<file path="src/rtl/sequence_player_pkg.sv">
// Shared game package: FSM state encodings, default playback timing and the
// sequence RAM geometry used by the player, the recorder and the RAM itself.
package sequence_player_pkg;

  // Sequence RAM geometry (16 entries of 4-bit colour codes)
  localparam int ADDR_W = 4;
  localparam int DATA_W = 4;

  // Default playback timing in clock cycles
  localparam int DEFAULT_ON_CYCLES  = 1000;
  localparam int DEFAULT_OFF_CYCLES = 500;

  // Player FSM state encoding
  localparam logic [2:0] ST_IDLE  = 3'd0;
  localparam logic [2:0] ST_FETCH = 3'd1;
  localparam logic [2:0] ST_LOAD  = 3'd2;
  localparam logic [2:0] ST_SHOW  = 3'd3;
  localparam logic [2:0] ST_GAP   = 3'd4;
  localparam logic [2:0] ST_DONE  = 3'd5;

endpackage

</file>
<file path="src/rtl/sequence_player_timer.sv">
// Loadable down-counter shared by the SHOW and GAP phases of the player.
// Loading value v gives v+1 cycles until (and including) the expired cycle.
module player_timer #(
  parameter int W = 1
) (
  input  logic         clk,
  input  logic         reset,
  input  logic         load,
  input  logic [W-1:0] load_value,
  output logic         expired
);

  logic [W-1:0] count;

  // Reload on request, otherwise count down and park at zero
  always_ff @(posedge clk) begin
    if (reset) begin
      count <= '0;
    end else if (load) begin
      count <= load_value;
    end else if (count != '0) begin
      count <= count - W'(1);
    end
  end

  assign expired = (count == '0);

endmodule

</file>
<file path="src/rtl/sequence_player.sv">
// Playback stage: walks the sequence RAM from address 0 to the captured last
// address, lighting each entry for ON_CYCLES followed by OFF_CYCLES blank.
//
// Handshake with the control unit: start is a request that is accepted only
// on an edge where the player is in IDLE (busy=0, done=0); once accepted,
// busy stays high for the whole playback and done pulses for exactly one
// cycle afterwards with busy low. start is ignored at all other times.
module sequence_player
  import sequence_player_pkg::*;
#(
  parameter int ON_CYCLES  = DEFAULT_ON_CYCLES,
  parameter int OFF_CYCLES = DEFAULT_OFF_CYCLES
) (
  input  logic              clk,
  input  logic              reset,
  input  logic              start,
  input  logic [ADDR_W-1:0] last_addr,
  output logic [ADDR_W-1:0] ram_addr,
  input  logic [DATA_W-1:0] ram_q,
  output logic [DATA_W-1:0] leds,
  output logic              busy,
  output logic              done,
  output logic [2:0]        fsm_state
);

  localparam int MAX_CYCLES = (ON_CYCLES > OFF_CYCLES) ? ON_CYCLES : OFF_CYCLES;
  localparam int TW         = (MAX_CYCLES > 1) ? $clog2(MAX_CYCLES + 1) : 1;
  localparam logic [TW-1:0] ON_LOAD  = TW'(ON_CYCLES - 1);
  localparam logic [TW-1:0] OFF_LOAD = TW'(OFF_CYCLES - 1);

  logic [2:0]        state;
  logic [2:0]        next_state;
  logic [ADDR_W-1:0] last_reg;
  logic              timer_load;
  logic [TW-1:0]     timer_value;
  logic              timer_expired;

  player_timer #(.W(TW)) u_timer (
    .clk        (clk),
    .reset      (reset),
    .load       (timer_load),
    .load_value (timer_value),
    .expired    (timer_expired)
  );

  // Timer reloads on entry to SHOW (from LOAD) and on entry to GAP (SHOW end)
  always_comb begin
    timer_load  = 1'b0;
    timer_value = OFF_LOAD;
    if (state == ST_LOAD) begin
      timer_load  = 1'b1;
      timer_value = ON_LOAD;
    end else if (state == ST_SHOW && timer_expired) begin
      timer_load  = 1'b1;
      timer_value = OFF_LOAD;
    end
  end

  // Next-state logic for the playback FSM
  always_comb begin
    next_state = state;
    case (state)
      ST_IDLE:  if (start) next_state = ST_FETCH;
      ST_FETCH: next_state = ST_LOAD;
      ST_LOAD:  next_state = ST_SHOW;
      ST_SHOW:  if (timer_expired) next_state = ST_GAP;
      ST_GAP: begin
        if (timer_expired) begin
          next_state = (ram_addr == last_reg) ? ST_DONE : ST_FETCH;
        end
      end
      ST_DONE:  next_state = ST_IDLE;
      default:  next_state = ST_IDLE;
    endcase
  end

  // State register
  always_ff @(posedge clk) begin
    if (reset) begin
      state <= ST_IDLE;
    end else begin
      state <= next_state;
    end
  end

  // Address, last-index capture and LED register
  always_ff @(posedge clk) begin
    if (reset) begin
      ram_addr <= '0;
      last_reg <= '0;
      leds     <= '0;
    end else begin
      case (state)
        ST_IDLE: begin
          if (start) begin
            last_reg <= last_addr;
            ram_addr <= '0;
          end
        end
        // RAM output is valid here, one cycle after FETCH presented the address
        ST_LOAD: leds <= ram_q;
        ST_SHOW: if (timer_expired) leds <= '0;
        // Increment only when more entries remain, so the address never wraps
        ST_GAP: begin
          if (timer_expired && ram_addr != last_reg) begin
            ram_addr <= ram_addr + ADDR_W'(1);
          end
        end
        default: ;
      endcase
    end
  end

  assign busy      = (state == ST_FETCH) || (state == ST_LOAD) ||
                     (state == ST_SHOW)  || (state == ST_GAP);
  assign done      = (state == ST_DONE);
  assign fsm_state = state;

endmodule

</file>
<file path="config.mk">
export PLATFORM = sky130hd
export DESIGN_NAME = sequence_player
export DESIGN_NICKNAME = d
export VERILOG_FILES = /design/src/rtl/sequence_player_pkg.sv /design/src/rtl/sequence_player_timer.sv /design/src/rtl/sequence_player.sv
export SDC_FILE = /design/constraint.sdc
export NUM_CORES = 1
export LEC_CHECK = 0
export ABC_CLOCK_PERIOD_IN_PS = 1600
export BUFFER_PORTS_ARGS = -buffer_cell sky130_fd_sc_hd__buf_4
export CORE_ASPECT_RATIO = 1.25
export CORE_UTILIZATION = 49
export CTS_CLUSTER_SIZE = 30
export DETAILED_ROUTE_END_ITERATION = 7
export PLACE_DENSITY = 0.74
export RECOVER_POWER = 100
export SLEW_MARGIN = 20
export SYNTH_ARGS = -nofsm -noshare
export SYNTH_HDL_FRONTEND = slang
export SYNTH_SLANG_ARGS = --single-unit
export TNS_END_PERCENT = 30
</file>
<file path="constraint.sdc">
create_clock -name clk -period 1.6 [get_ports clk]
set_input_delay 0.08 -clock clk [delete_from_list [all_inputs] [get_ports clk]]
set_output_delay 0.08 -clock clk [all_outputs]
set_load 0.02 [all_outputs]
</file>
# After elaboration in Yosys (flattened, before gate mapping)
# Cells that the tools add are included.
dict set report totals {
  ff_bits 25
  inputBits 11
  output_inout_bits 13
  wordCells 48
}
dict set report op_classes {
  addsub 2
  n_eq_ne 11
  muxes 15
  n_reduce_logical 15
}
# op count
set op_table {}
lappend op_table {{$mux W10} 3}
lappend op_table {{$pmux W4 S2} 2}
lappend op_table {{$pmux W3 S5} 1}
lappend op_table {{$mux W3} 4}
lappend op_table {{$mux W4} 3}
lappend op_table {{$logic_not A10 Y1} 1}
lappend op_table {{$reduce_bool A10 Y1} 1}
lappend op_table {{$sub A10 B1 Y10 const B} 1}
lappend op_table {{$ne A2 B2 Y1 const B} 4}
lappend op_table {{$eq A3 B2 Y1 const B} 2}
lappend op_table {{$eq A3 B3 Y1 const B} 2}
lappend op_table {{$reduce_and A3 Y1} 2}
lappend op_table {{$reduce_bool A2 Y1} 3}
lappend op_table {{$add A4 B1 Y4 const B} 1}
lappend op_table {{$eq A4 B4 Y1} 1}
lappend op_table {{$ne A4 B4 Y1} 1}
lappend op_table {{$reduce_and A2 Y1} 2}
lappend op_table {{$eq A3 B1 Y1 const B} 1}
lappend op_table {{$logic_not A3 Y1} 1}
lappend op_table {{$logic_or A1 B1 Y1} 3}
lappend op_table {{$logic_and A1 B1 Y1} 2}
lappend op_table {{$mux W1} 2}

# Longest topological paths before layout
# Gate-level depths: netlist (run 1).
dict set report depth {
  depth_word 5
  ltp_mapped 6
  ltp_nobuf 6
}

# Modules after synthesis
# A second synthesis (run 1) with hierarchy kept.
dict set report unflattened {
  hier_cells 157
  hier_area_um2 1367.6
}
# mod instances cells_each area_each_um2 seq_area_each_um2
set by_module_without_submodules {}
lappend by_module_without_submodules {sequence_player 1 84 754.5 300.3}
lappend by_module_without_submodules {player_timer 1 73 613.1 200.2}

# Least setup slack after synthesis (run 1)
# OpenSTA, ideal clock, no wires.
dict set report synth_path {
  path_type {register -> register}
  from {reg u_timer.count[0]}
  to {reg ram_addr[3]}
  setup_time_ps 70
  arrival_ps 1693
  required_time_ps 1530
  setup_slack_ps -162
  stages_incl_launch_ff 7
  path_buffers 0
  synth_period_minus_slack_ps 1762
  path_cell_list {dfxtp_1 -> inv_1 -> ha_1 -> nor4b_4 -> nand4_4 -> or4_1 -> a21oi_1}
}
dict set report synth_via {
  elab_chain_len 4
}
# item line_no
set synth_lines {}
lappend synth_lines {{from (decl)} sequence_player_timer.sv:13} ;# logic [W-1:0] count;
lappend synth_lines {{from (signal assigned)} sequence_player_timer.sv:20} ;# count <= load_value;
lappend synth_lines {{from (signal assigned)} sequence_player_timer.sv:22} ;# count <= count - W'(1);
lappend synth_lines {{$logic_not A10 Y1} sequence_player_timer.sv:26} ;# assign expired = (count == '0);
lappend synth_lines {{$logic_and A1 B1 Y1} sequence_player.sv:105} ;# if (timer_expired && ram_addr != last_reg) begin
lappend synth_lines {{$ne A2 B2 Y1 (no line)} -}
lappend synth_lines {{$reduce_and A3 Y1 (no line)} -}
lappend synth_lines {{to (signal assigned)} sequence_player.sv:106} ;# ram_addr <= ram_addr + ADDR_W'(1);
lappend synth_lines {{to (decl)} sequence_player.sv:18} ;# output logic [ADDR_W-1:0] ram_addr,
# Every way passes these cells.
# A chain may end at the register's enable or synchronous reset.

# Worst setup path in the final report (run 1)
dict set report layout_path {
  from {reg u_timer.count[1]}
  to {reg u_timer.count[6]}
}
dict set report layout_via {
  elab_chain_len 5
  word_cells_on_any_way 9
  cone_classes {add/sub (1); mux (4); reduce/logical (4)}
}
# item
set layout_lines {}
lappend layout_lines {{branches (longest 5 deep; another with $sub A10 B1 Y10)}}
# Several ways; the timed one is not identified. The select of a mux whose other input is x is not followed.

==> flow_summary.rst, run 1 <==
.. list-table::
   :header-rows: 1

   * - Metric
     - Value
   * - Sequential share of the synthesized area
     - about two fifths
   * - Ordered list of cells on the worst path
     - inv_2 > ha_4 > or4b_4 > or4_1 > a31oi_1
   * - Clock Path Buffers
     - 2
   * - CP arrival
     - 2.07 ns
   * - Number of flip-flops in the largest register
     - 10
   * - Area fraction of the dominant cell type after synthesis
     - 38.5%
   * - Path class of the lowest-slack min-delay path
     - input pin to register
   * - Diodes inserted
     - 0
   * - Clock edge transition at the registers on the reported setup and hold paths
     - 0.14 ns
   * - Synth area leader
     - sky130_fd_sc_hd__dfxtp_1
   * - Critical path peak fanout
     - 5
   * - Sort of element at the end of the critical path
     - register
   * - Fill cell instance count of the final layout
     - around 190
   * - Pre-Repair DR Iteration Count
     - 5
   * - Fraction of layout cells with a size suffix above 1
     - between 30% and 40%
   * - Clock latency on the worst-skew pair
     - 0.32 ns
   * - Worst rel slew slack
     - approximately 69%
   * - Post-Syn Instances
     - between 100 and 150
   * - Start-to-end type of the worst setup path
     - register to register
   * - Buffers and inverters on the worst path
     - 1
   * - Die width
     - between 40 and 50 microns
   * - Core area
     - 2480 sq um
   * - First-pass GRT wire length
     - between 5000 and 6000 microns
   * - Setup slack of the critical path after layout
     - -0.212 ns
   * - Remaining routing DRC violations
     - 0
   * - Slowest cell on crit path
     - sky130_fd_sc_hd__or4_1
   * - Power after layout
     - slightly below 3 mW
   * - Placed standard-cell area
     - 1710 sq um
   * - Post-synthesis instance area
     - 1300 sq um
   * - Failing checks
     - negative setup slack
   * - Total count of max-transition violations in the final report
     - 0
   * - Signed area change from the synthesized netlist to the final layout
     - 43.6%
   * - Final hold violation count
     - 0
   * - Via density per instance
     - 5.52
   * - Die height
     - ~60 microns
   * - Upper clock frequency limit
     - 552 MHz
   * - Reported leakage power
     - ~0.76 nW
   * - Setup violation total in the final timing report
     - 18
   * - Num ports
     - 24
   * - Post-DP HPWL
     - 2470 microns
   * - Via count
     - about 1300
   * - VDD IR-drop max
     - ~870 uV
   * - Final net count
     - 219
   * - Status
     - finished with violations
   * - Slew @ Worst Pin
     - between 0.4 and 0.5 ns
   * - Flip-flop and latch count after synthesis
     - 25
   * - Clock tree from TritonCTS
     - built
   * - Clock Skews
     - roughly 0.0061 ns
   * - Vias in the first global route
     - ~1200
   * - Area contributors post-synth
     - sky130_fd_sc_hd__dfxtp_1, sky130_fd_sc_hd__a21oi_1, sky130_fd_sc_hd__nor2_1
   * - Global route overflow
     - 0
   * - Drt wl/cell
     - 14.5 microns
   * - TritonCTS Buffers
     - 3
   * - Clock root cell
     - sky130_fd_sc_hd__clkbuf_4
   * - Largest delay contributor family on the critical path
     - simple AND/OR/NAND/NOR gates
   * - Antenna violations before repair
     - 0
   * - Average size of a mapped cell
     - a little under 9 sq um
   * - Total nets after synthesis
     - about 160
   * - Crit start category
     - register
   * - GR Util All Layers
     - between 20% and 30%
   * - Initial core utilization
     - 52.5%
   * - Highest cell delay on the worst timing path
     - 0.53 ns
   * - Post-route minimum period
     - 1.81 ns
   * - Max-capacitance violation count
     - 0
   * - Final ANT Viol Nets
     - 0
   * - Die area
     - around 2900 sq um
   * - I/O Buffers
     - 23
   * - Top register by number of flip-flops
     - u_timer.count
   * - Data required, critical path
     - 1.86 ns
   * - Design Area, Final
     - 1870 sq um
   * - Total Wirelength
     - 3440 microns
   * - Total number of yosys warnings
     - 0
   * - Core Rows
     - 20
   * - # clock sinks
     - 25
   * - Last weighted congestion value of the routability-driven placer
     - slightly above 0.8
   * - Unrepaired setup endpoints after global routing
     - yes
   * - Clock H-tree levels
     - 1
   * - Initial detailed-routing violation count
     - 30
   * - Number of unique standard cell types used by synthesis
     - 43
   * - Largest net degree at the start of global routing
     - 26
   * - Power per standard cell area
     - 1540 nW/um^2
   * - Final period utilization
     - 113%
==> path summary, 6_finish.rpt <==
path / start / end / slack, ns / cells past startpoint
worst max-delay path: u_timer.count[1]$_SDFFE_PP0P_ / u_timer.count[6]$_SDFFE_PP0P_ / -0.21 / 5
worst max register to register: u_timer.count[1]$_SDFFE_PP0P_ / u_timer.count[6]$_SDFFE_PP0P_ / -0.21 / 5
worst min-delay path: ram_q[3] / leds[3]$_SDFFE_PP0P_ / 0.03 / 3
worst min register to register: leds[1]$_SDFFE_PP0P_ / leds[1]$_SDFFE_PP0P_ / 0.50 / 2
==> kinds of logic after synthesis <==
group	Yosys count	synth area share [%]
AND/OR/NAND/NOR	57	28.9
adder cells (fa/ha/maj)	2	1.92
buffers and inverters	9	2.69
flip-flops	25	38.5
AO/OA/AOI/OAI	40	18.8
XOR/XNOR	8	5.39
multiplexers	5	3.85
==> cells in the final DEF, fill, tap and decap left out, types with 2 or more instances in the layout <==
cell / n
sky130_fd_sc_hd__buf_4: 41
sky130_fd_sc_hd__dlygate4sd3_1: 7
sky130_fd_sc_hd__dfxtp_2: 2
sky130_fd_sc_hd__or3_1: 4
sky130_fd_sc_hd__clkbuf_1: 11
sky130_fd_sc_hd__clkbuf_4: 3
sky130_fd_sc_hd__o21ai_0: 4
sky130_fd_sc_hd__nor2_1: 15
sky130_fd_sc_hd__mux2i_1: 5
sky130_fd_sc_hd__nand2b_1: 2
sky130_fd_sc_hd__o31ai_1: 3
sky130_fd_sc_hd__xnor2_1: 2
sky130_fd_sc_hd__or4_1: 2
sky130_fd_sc_hd__a211oi_2: 2
sky130_fd_sc_hd__nand3_1: 3
sky130_fd_sc_hd__o21ai_1: 4
sky130_fd_sc_hd__nor2b_1: 3
sky130_fd_sc_hd__inv_1: 2
sky130_fd_sc_hd__nand4b_1: 2
sky130_fd_sc_hd__xor2_1: 6
sky130_fd_sc_hd__a21oi_2: 3
sky130_fd_sc_hd__dfxtp_1: 23
sky130_fd_sc_hd__a21oi_1: 14
sky130_fd_sc_hd__nor3_1: 3
sky130_fd_sc_hd__or2_2: 2
sky130_fd_sc_hd__inv_2: 2
sky130_fd_sc_hd__nand2_1: 6
==> power breakdown <==
group / total [mW] / internal (mW) / switching, mW
clock network: 0.289 / 0.0935 / 0.195
logic: 1.69 / 0.815 / 0.875
registers: 0.906 / 0.763 / 0.143
==> worst reg2reg max path, cell delays in order, from the launching register on <==
cell,delay (ns)
sky130_fd_sc_hd__dfxtp_2,0.35
sky130_fd_sc_hd__inv_2,0.06
sky130_fd_sc_hd__ha_4,0.13
sky130_fd_sc_hd__or4b_4,0.51
sky130_fd_sc_hd__or4_1,0.53
sky130_fd_sc_hd__a31oi_1,0.16
==> cell usage after synthesis (all sizes together) <==
| cell | n |
|---|---|
| buf | 1 |
| a21oi | 17 |
| xnor2 | 2 |
| a21bo | 1 |
| o311ai | 1 |
| o41ai | 1 |
| nor3b | 1 |
| xor2 | 6 |
| nand3 | 4 |
| and2b | 1 |
| and3b | 1 |
| nand2 | 6 |
| dfxtp | 25 |
| o31ai | 4 |
| nor3 | 5 |
| a2111oi | 1 |
| nand4b | 2 |
| nor2b | 3 |
| ha | 2 |
| a221oi | 1 |
| or2 | 2 |
| mux2i | 5 |
| or3 | 4 |
| or4 | 3 |
| nor2 | 16 |
| nor4 | 1 |
| nor4b | 2 |
| clkbuf | 4 |
| nand2b | 2 |
| a211oi | 2 |
| or4b | 1 |
| nand4 | 2 |
| nand3b | 1 |
| a31oi | 2 |
| o21ai | 9 |
| o22ai | 1 |
| inv | 4 |
==> final cells by class <==
class	count	area, sq um	share of cell area (%)
multi-input cells	112	850	45.5
inverters	4	15.0	0.804
clock inverters	1	5.00	0.268
flip-flops and latches	25	503	26.9
clock buffers	3	22.5	1.21
well taps	33	41.3	2.21
repair buffers	60	430	23.1
==> per-layer routing <==
layer | share of wire [%] | GRT usage, % | up-vias
li1 | - | - | 654
met1 | 41 | 26.9 | 628
met2 | 56 | 46.7 | 25
met3 | 1.6 | 1.83 | 6
met4 | 1.2 | 11.1 | 0
met5 | 0 | 0 | -
==> per-stage QoR <==
step	hold slack [ns]	setup TNS, ns	std cells	utilization, %	setup slack, ns
2_1_floorplan	0.172	-0.263	146	-	-0.127
3_3_place_gp	0.318	-0.587	222	69.1	-0.128
3_5_place_dp	0.325	-1.02	222	69.1	-0.169
4_1_cts	0.00362	-1.61	235	74.0	-0.211
5_1_grt	0.0111	-3.16	238	75.4	-0.261
6_report	0.0267	-1.37	238	75.4	-0.212
==> what timing repair did <==
item,4_1_cts,5_1_grt
pin swaps,12,6
gates resized for setup,2,15
hold endpoints to repair,7,0
setup buffers,2,3
setup endpoints to repair,16,21
hold buffers,7,0
Power figures use the tool's default switching activity.
==> run 2, diff against run 1 <==
--- a/config.mk
+++ b/config.mk
@@ -5,13 +5,14 @@
 export SDC_FILE = /design/constraint.sdc
 export NUM_CORES = 1
 export LEC_CHECK = 0
+export ABC_AREA = 1
 export ABC_CLOCK_PERIOD_IN_PS = 1600
 export BUFFER_PORTS_ARGS = -buffer_cell sky130_fd_sc_hd__buf_4
 export CORE_ASPECT_RATIO = 1.25
 export CORE_UTILIZATION = 49
 export CTS_CLUSTER_SIZE = 30
 export DETAILED_ROUTE_END_ITERATION = 7
-export PLACE_DENSITY = 0.74
+export PLACE_DENSITY = 0.75
 export RECOVER_POWER = 100
 export SLEW_MARGIN = 20
 export SYNTH_ARGS = -nofsm -noshare
==> flow_summary.rst, run 2 <==
.. list-table::
   :header-rows: 1

   * - Metric
     - Value
   * - Die width
     - 48.0 microns
   * - Total Wirelength
     - roughly 3000 microns
   * - Core Util, Final
     - 63.1%
   * - # clock sinks
     - 25
   * - Fill cell instance count of the final layout
     - 223
   * - Initial detailed-routing violation count
     - 32
   * - Status
     - completed
   * - Clock latency on the worst-skew pair
     - 0.32 ns
   * - Clock root cell
     - sky130_fd_sc_hd__clkbuf_4
   * - Path class of the lowest-slack min-delay path
     - input pin to register
   * - Num ports
     - 24
   * - First-pass GRT wire length
     - 4860 microns
   * - Ordered list of cells on the worst path
     - inv_2 > ha_4 > nand2_2 > nor2_4 > nand3_4 > nor2_4 > nand2_4 > nand2_2 > nand2_1 > a21oi_2
   * - Fraction of layout cells with a size suffix above 1
     - a little over a fifth
   * - Synth area leader
     - sky130_fd_sc_hd__dfxtp_1
   * - Initial core utilization
     - 52.2%
   * - Clock edge transition at the registers on the reported setup and hold paths
     - 0.15 ns
   * - Upper clock frequency limit
     - 677 MHz
   * - Start-to-end type of the worst setup path
     - register to register
   * - Post-DP HPWL
     - between 2000 and 2500 microns
   * - Power after layout
     - around 2.7 mW
   * - Average size of a mapped cell
     - ~7.2 sq um
   * - Met3 Track Usage GR
     - 3.66%
   * - Reg2reg start
     - u_timer.count[1]$_SDFFE_PP0P_
   * - Crit start category
     - register
   * - Met1 Track Usage GR
     - 26.2%
   * - CP Launch Point
     - u_timer.count[1]$_SDFFE_PP0P_
   * - Power per standard cell area
     - around 1700 nW/um^2
   * - GR Util All Layers
     - 23.7%
   * - CP arrival
     - 1.73 ns
   * - Reported leakage power
     - 0.694 nW
   * - Number of flip-flops in the largest register
     - 10
   * - Clock Path Buffers
     - 2
   * - Asr flop ratio synth
     - 0%
   * - Vias in the first global route
     - 1133
   * - Antenna violations before repair
     - 0
   * - Clock tree from TritonCTS
     - built
   * - Sequential share of the synthesized area
     - around 39%
   * - Register area
     - 503 sq um
   * - Post-Syn Instances
     - 179
   * - Signed area change from the synthesized netlist to the final layout
     - 20.8%
   * - Clock Skews
     - 0.0176 ns
   * - Slew @ Worst Pin
     - approximately 0.42 ns
   * - Setup crit end
     - ram_addr[3]$_SDFFE_PP0P_
   * - Beginning of the worst hold path
     - last_addr[1]
   * - Drt wl/cell
     - approximately 12 microns
   * - Diodes inserted
     - 0
   * - Final ANT Viol Nets
     - 0
   * - Global route overflow
     - 0
   * - Area contributors post-synth
     - sky130_fd_sc_hd__dfxtp_1, sky130_fd_sc_hd__nand2_1, sky130_fd_sc_hd__nand3_1
   * - Top register by number of flip-flops
     - u_timer.count
   * - Via count
     - 1255
   * - Flip-flop and latch count after synthesis
     - 25
   * - Critical path peak fanout
     - 6
   * - Worst Reg2Reg Path Length in Cells
     - 10
   * - Remaining routing DRC violations
     - 0
   * - TritonCTS Buffers
     - 3
   * - VDD IR-drop max
     - 870 uV
   * - Final-layout worst hold slack
     - ~0.032 ns
   * - Sort of element at the end of the critical path
     - register
   * - I/O Buffers
     - 23
   * - Final hold violation count
     - 0
   * - Setup violation total in the final timing report
     - 0
   * - Largest net degree at the start of global routing
     - 15
   * - Footprint of the multi-input gates
     - slightly above 700 sq um
   * - Post-synth EDFFs
     - 0
   * - Final period utilization
     - 92.4%
   * - Pre-Repair DR Iteration Count
     - 5
   * - Peak-usage layer in the global routing report
     - met2
   * - Final net count
     - 224
   * - Via density per instance
     - around 5.2
   * - Grt met2 use
     - 44.0%
   * - Data required, critical path
     - about 1.9 ns
   * - Total number of yosys warnings
     - 0
   * - Slowest cell on crit path
     - sky130_fd_sc_hd__dfxtp_2
   * - Max-capacitance violation count
     - 0
   * - Worst reg2reg path endpoint
     - ram_addr[3]$_SDFFE_PP0P_
   * - Post-synthesis instance area
     - around 1300 sq um
   * - Most instantiated library cell after synthesis
     - sky130_fd_sc_hd__nand2_1
   * - Most common library cell in the layout ignoring fill and taps
     - sky130_fd_sc_hd__nand2_1
   * - Number of unique standard cell types used by synthesis
     - 23
   * - Total nets after synthesis
     - 192
   * - Area fraction of the dominant cell type after synthesis
     - about two fifths
   * - Most used DFF post-synth
     - sky130_fd_sc_hd__dfxtp_1
   * - Last weighted congestion value of the routability-driven placer
     - between 0.8 and 0.9
   * - Total count of max-transition violations in the final report
     - 0
   * - Worst rel slew slack
     - 71.7%
   * - Leading cell types in the layout, fill and taps excluded
     - sky130_fd_sc_hd__nand2_1, sky130_fd_sc_hd__dfxtp_1, sky130_fd_sc_hd__nor2_1, sky130_fd_sc_hd__nand3_1, sky130_fd_sc_hd__inv_1
   * - Most common library cells after synthesis
     - sky130_fd_sc_hd__nand2_1, sky130_fd_sc_hd__dfxtp_1, sky130_fd_sc_hd__nand3_1, sky130_fd_sc_hd__nor2_1, sky130_fd_sc_hd__a21oi_1
   * - Die height
     - 59.5 microns
   * - Die area
     - about 2900 sq um
   * - Reg2reg setup slack
     - between 0.1 and 0.15 ns
   * - Highest cell delay on the worst timing path
     - 0.35 ns
   * - Clock H-tree levels
     - 1
   * - Core area
     - 2480 sq um
   * - Core Rows
     - 20
   * - Post-route minimum period
     - roughly 1.5 ns
## run 2: changes by cell type after synthesis, sizes merged, moves of 4 or more
cell,previous run,this run
nor2,16,28
nand2,6,35
or3,4,0
nor3,5,0
mux2i,5,0
o31ai,4,0
inv,4,21
nand3,4,21
## run 2: cell families after synthesis
kind of cell | synth area share, %
compound gates | 12.2
xor+xnor | 5.42
fa+ha+maj | 1.93
buf+inv | 7.06
flops | 38.7
simple gates | 34.7
## run 2: worst min-delay path by stage
| stage | end | slack, ns | depth (start not counted) |
|---|---|---|---|
| floorplan | u_timer.count[3]$_SDFFE_PP0P_ | 0.16 | 1 |
| global placement | leds[2]$_SDFFE_PP0P_ | 0.30 | 3 |
| detailed placement | leds[2]$_SDFFE_PP0P_ | 0.31 | 3 |
| CTS | u_timer.count[2]$_SDFFE_PP0P_ | 0.02 | 2 |
| global route | ram_addr[3]$_SDFFE_PP0P_ | 0.03 | 2 |
| finish | last_reg[1]$_SDFFE_PP0P_ | 0.03 | 3 |
## run 2: what timing repair did
item / 4_1_cts / 5_1_grt
endpoints found under the setup margin: 1 / 19
endpoints found under the hold margin: 4 / 0
buffers inserted: 0 / 2
hold buffers: 4 / 0
cloned: 0 / 0
gates resized for setup: 1 / 8
pin swaps: 0 / 2
## run 2: final cells by class
type / instances / share of cell area (%)
multi-input combinational: 130 / 46.2
sequential: 25 / 32.2
timing repair buffer: 30 / 12.2
inverter: 21 / 5.04
tap: 33 / 2.64
clock buffer: 3 / 1.44
clock inverter: 1 / 0.320
## run 2: power by group
group	internal [mW]	leakage, nW	total, mW	switching (mW)
sequential	0.805	0.206	0.968	0.163
clock	0.0935	0.0177	0.286	0.193
combinational	0.545	0.470	1.44	0.896
total	1.44	0.694	2.69	1.25
## run 2: through the flow
stage,setup TNS [ns],std cells,cell area (sq um),worst slack (ns)
detailed placement,0,233,1500,0.0296
global placement,0,233,1500,0.0863
CTS,0,241,1570,0.0107
finish,0,243,1560,0.122
floorplan,0,179,1290,0.196
global route,-0.00704,243,1560,-0.00704
## run 2: worst max-delay path, delay by kind of cell (launching register included)
kind	cells	cell delay [ns]
adders and majority gates	1	0.16
and+or+nand+nor	7	0.68
buffers and inverters	1	0.08
AOI/OAI and AO/OA	1	0.12
DFF	1	0.35
## run 2: routing by layer
| metal | routed length (microns) | up-vias |
|---|---|---|
| li1 | - | 648 |
| met1 | 1240 | 582 |
| met2 | 1690 | 21 |
| met3 | 54 | 4 |
| met4 | 38 | 0 |
| met5 | 0 | - |
==> run 3, diff against run 2 <==
--- a/config.mk
+++ b/config.mk
@@ -9,7 +9,7 @@
 export ABC_CLOCK_PERIOD_IN_PS = 1600
 export BUFFER_PORTS_ARGS = -buffer_cell sky130_fd_sc_hd__buf_4
 export CORE_ASPECT_RATIO = 1.25
-export CORE_UTILIZATION = 49
+export CORE_UTILIZATION = 50
 export CTS_CLUSTER_SIZE = 30
 export DETAILED_ROUTE_END_ITERATION = 7
 export PLACE_DENSITY = 0.75
@@ -17,5 +17,6 @@
 export SLEW_MARGIN = 20
 export SYNTH_ARGS = -nofsm -noshare
 export SYNTH_HDL_FRONTEND = slang
+export SYNTH_HIERARCHICAL = 1
 export SYNTH_SLANG_ARGS = --single-unit
 export TNS_END_PERCENT = 30
==> flow_summary.rst, run 3 <==
.. list-table::
   :header-rows: 1

   * - Metric
     - Value
   * - Status
     - finished with violations
   * - Failing checks
     - negative setup slack
   * - Most common library cells after synthesis
     - sky130_fd_sc_hd__nand2_1, sky130_fd_sc_hd__nor2_1, sky130_fd_sc_hd__inv_1
   * - Beginning of the worst hold path
     - ram_q[3]
   * - Drt wl/cell
     - 10.2 microns
   * - Pre-Repair DR Iteration Count
     - 4
   * - Area fraction of the dominant cell type after synthesis
     - roughly a third
   * - Clock latency on the worst-skew pair
     - about 0.31 ns
   * - Path class of the lowest-slack min-delay path
     - input pin to register
   * - I/O Buffers
     - 23
   * - Dpl ws
     - -0.145 ns
   * - Die area
     - 3280 sq um
   * - Total count of max-transition violations in the final report
     - 0
   * - GR Util All Layers
     - 22.8%
   * - Synth area leader
     - sky130_fd_sc_hd__dfxtp_1
   * - Hold worst-path end
     - leds[3]$_SDFFE_PP0P_
   * - Clock root cell
     - sky130_fd_sc_hd__clkbuf_4
   * - Start-to-end type of the worst setup path
     - register to register
   * - Critical path peak fanout
     - 14
   * - Worst reg2reg path endpoint
     - u_timer/count[9]$_SDFFE_PP0P_
   * - Setup slack of the critical path after layout
     - -0.112 ns
   * - Upper clock frequency limit
     - 584 MHz
   * - Number of unique standard cell types used by synthesis
     - 27
   * - CTS hold repair buffers
     - 0
   * - Post-DP HPWL
     - 2640 microns
   * - Sequential share of the synthesized area
     - 32.8%
   * - Sort of element at the end of the critical path
     - register
   * - Number of flip-flops in the largest register
     - 10
   * - Core Util, Final
     - 68.2%
   * - TritonCTS Buffers
     - 3
   * - # clock sinks
     - 25
   * - Initial core utilization
     - around 52%
   * - Post-synth EDFFs
     - 0
   * - Final net count
     - approximately 310
   * - Fraction of layout cells with a size suffix above 1
     - 27.2%
   * - First-pass GRT wire length
     - 5820 microns
   * - Die width
     - between 50 and 60 microns
   * - Data required, critical path
     - 1.83 ns
   * - Total length of routed met3 wires
     - 58 microns
   * - Worst Hold Path Cells
     - 3
   * - Routed length on met1
     - approximately 1500 microns
   * - Core Rows
     - 22
   * - Via density per instance
     - 4.81
   * - Crit start category
     - register
   * - CP arrival
     - between 1.5 and 2 ns
   * - Most used DFF post-synth
     - sky130_fd_sc_hd__dfxtp_1
   * - Sum of met2 wire segment lengths after detailed routing
     - about 1800 microns
   * - Via count
     - 1588
   * - Global route overflow
     - 0
   * - Clock H-tree levels
     - 1
   * - Most instantiated library cell after synthesis
     - sky130_fd_sc_hd__nand2_1
   * - Last weighted congestion value of the routability-driven placer
     - between 0.7 and 0.8
   * - Unrepaired setup endpoints after global routing
     - yes
   * - Clock tree from TritonCTS
     - built
   * - Clock Path Buffers
     - 2
   * - Clock edge transition at the registers on the reported setup and hold paths
     - 0.14 ns
   * - Setup violation total in the final timing report
     - 19
   * - Remaining routing DRC violations
     - 0
   * - Max-capacitance violation count
     - 0
   * - Post-Syn Instances
     - about 240
   * - Flip-flop and latch count after synthesis
     - 25
   * - Average size of a mapped cell
     - 6.26 sq um
   * - Final ANT Viol Nets
     - 0
   * - Post-route minimum period
     - between 1.5 and 2 ns
   * - Leading cell types in the layout, fill and taps excluded
     - sky130_fd_sc_hd__nand2_1, sky130_fd_sc_hd__nor2_1, sky130_fd_sc_hd__buf_4
   * - Asr flop ratio synth
     - 0%
   * - Reg2reg start
     - u_timer/count[0]$_SDFFE_PP0P_
   * - Largest net degree at the start of global routing
     - 16
   * - Core area
     - 2920 sq um
   * - Signed area change from the synthesized netlist to the final layout
     - 30.4%
   * - Final-layout worst hold slack
     - 0.0220 ns
   * - Post-synthesis instance area
     - between 1500 and 2000 sq um
   * - Worst Reg2Reg Path Length in Cells
     - 13
   * - Total Wirelength
     - 3360 microns
   * - Reg2reg setup slack
     - -0.11 ns
   * - Initial detailed-routing violation count
     - 39
   * - Num ports
     - 24
   * - Area contributors post-synth
     - sky130_fd_sc_hd__dfxtp_1, sky130_fd_sc_hd__nand2_1, sky130_fd_sc_hd__nor2_1
   * - Power per standard cell area
     - 2130 nW/um^2
   * - Reported leakage power
     - 0.976 nW
   * - Die height
     - 63.8 microns
   * - VDD IR-drop max
     - 1810 uV
   * - Diodes inserted
     - 0
   * - Total number of yosys warnings
     - 6
   * - Final hold violation count
     - 0
   * - Uppermost layer routed
     - met4
   * - Top register by number of flip-flops
     - u_timer/count
   * - Power after layout
     - 4.25 mW
   * - Vias in the first global route
     - roughly 1400
   * - Final period utilization
     - 107%
   * - Antenna violations before repair
     - 0
   * - Clock Skews
     - 0.00668 ns
   * - Most common library cell in the layout ignoring fill and taps
     - sky130_fd_sc_hd__nand2_1
[run 3: layout make-up]
| class | count | area [sq um] |
|---|---|---|
| Tap cell | 36 | 45.0 |
| Multi-Input combinational cell | 187 | 963 |
| Sequential cell | 25 | 504 |
| Inverter | 34 | 133 |
| Timing Repair Buffer | 44 | 319 |
| Clock buffer | 4 | 26.3 |
| Fill cell | 285 | 927 |
[run 3: metal layers]
layer  up-vias  GRT usage [%]
li1        858              -
met4         0           7.09
met3         2           2.14
met1       711           28.2
met5         -              0
met2        17           40.6
[run 3: report_power, final]
part | internal, mW | switching (mW) | leakage, nW | total [mW]
Sequential | 0.868 | 0.221 | 0.207 | 1.09
Combinational | 1.20 | 1.68 | 0.754 | 2.88
Clock | 0.0972 | 0.181 | 0.0150 | 0.278
Total | 2.16 | 2.08 | 0.976 | 4.25
[run 3: how the worst max path moves through the flow]
stage                                  start                            end  cells after the start
6_report       u_timer/count[0]$_SDFFE_PP0P_  u_timer/count[9]$_SDFFE_PP0P_                     13
5_1_grt        u_timer/count[1]$_SDFFE_PP0P_  u_timer/count[0]$_SDFFE_PP0P_                     14
4_1_cts        u_timer/count[1]$_SDFFE_PP0P_  u_timer/count[9]$_SDFFE_PP0P_                     13
3_5_place_dp   u_timer/count[1]$_SDFFE_PP0P_  u_timer/count[9]$_SDFFE_PP0P_                     13
3_3_place_gp   u_timer/count[1]$_SDFFE_PP0P_  u_timer/count[9]$_SDFFE_PP0P_                     13
2_1_floorplan  u_timer/count[0]$_SDFFE_PP0P_  u_timer/count[2]$_SDFFE_PP0P_                     15
[run 3: cell families after synthesis]
kind of cell               count (synthesis)  share of synthesized area [%]
and+or+nand+nor                          144                           43.8
buffers and inverters                     37                           9.43
AOI/OAI and AO/OA                         32                           10.7
DFF                                       25                           32.8
xor gates and xnor gates                   2                           1.15
adders and majority gates                  2                           1.64
other                                      2                          0.492
[run 3: timing repair]
item / in CTS / in global routing
pin swaps: 2 / 2
setup buffers: 0 / 0
endpoints found under the setup margin: 20 / 22
gates resized for setup: 7 / 10
[run 3: worst max-delay path, cell delays in order, from the launching register on]
cell and delay, ns:
sky130_fd_sc_hd__dfxtp_2 0.35, sky130_fd_sc_hd__inv_2 0.07, sky130_fd_sc_hd__ha_4 0.12, sky130_fd_sc_hd__nand2_1 0.04, sky130_fd_sc_hd__nor2_1 0.07, sky130_fd_sc_hd__nand2_1 0.08, sky130_fd_sc_hd__nor3_2 0.16, sky130_fd_sc_hd__inv_1 0.08
sky130_fd_sc_hd__a21oi_2 0.13, sky130_fd_sc_hd__buf_6 0.14, sky130_fd_sc_hd__inv_6 0.07, sky130_fd_sc_hd__or2_4 0.23, sky130_fd_sc_hd__nand3_2 0.05, sky130_fd_sc_hd__nor2_1 0.04
[run 3: metrics by stage]
stage	cell area (sq um)	instances	setup TNS (ns)
3_3_place_gp	1930	326	-0.896
2_1_floorplan	1590	249	-1.22
6_report	1990	330	-0.708
4_1_cts	1980	330	-1.00
5_1_grt	1990	330	-4.24
3_5_place_dp	1930	326	-1.75
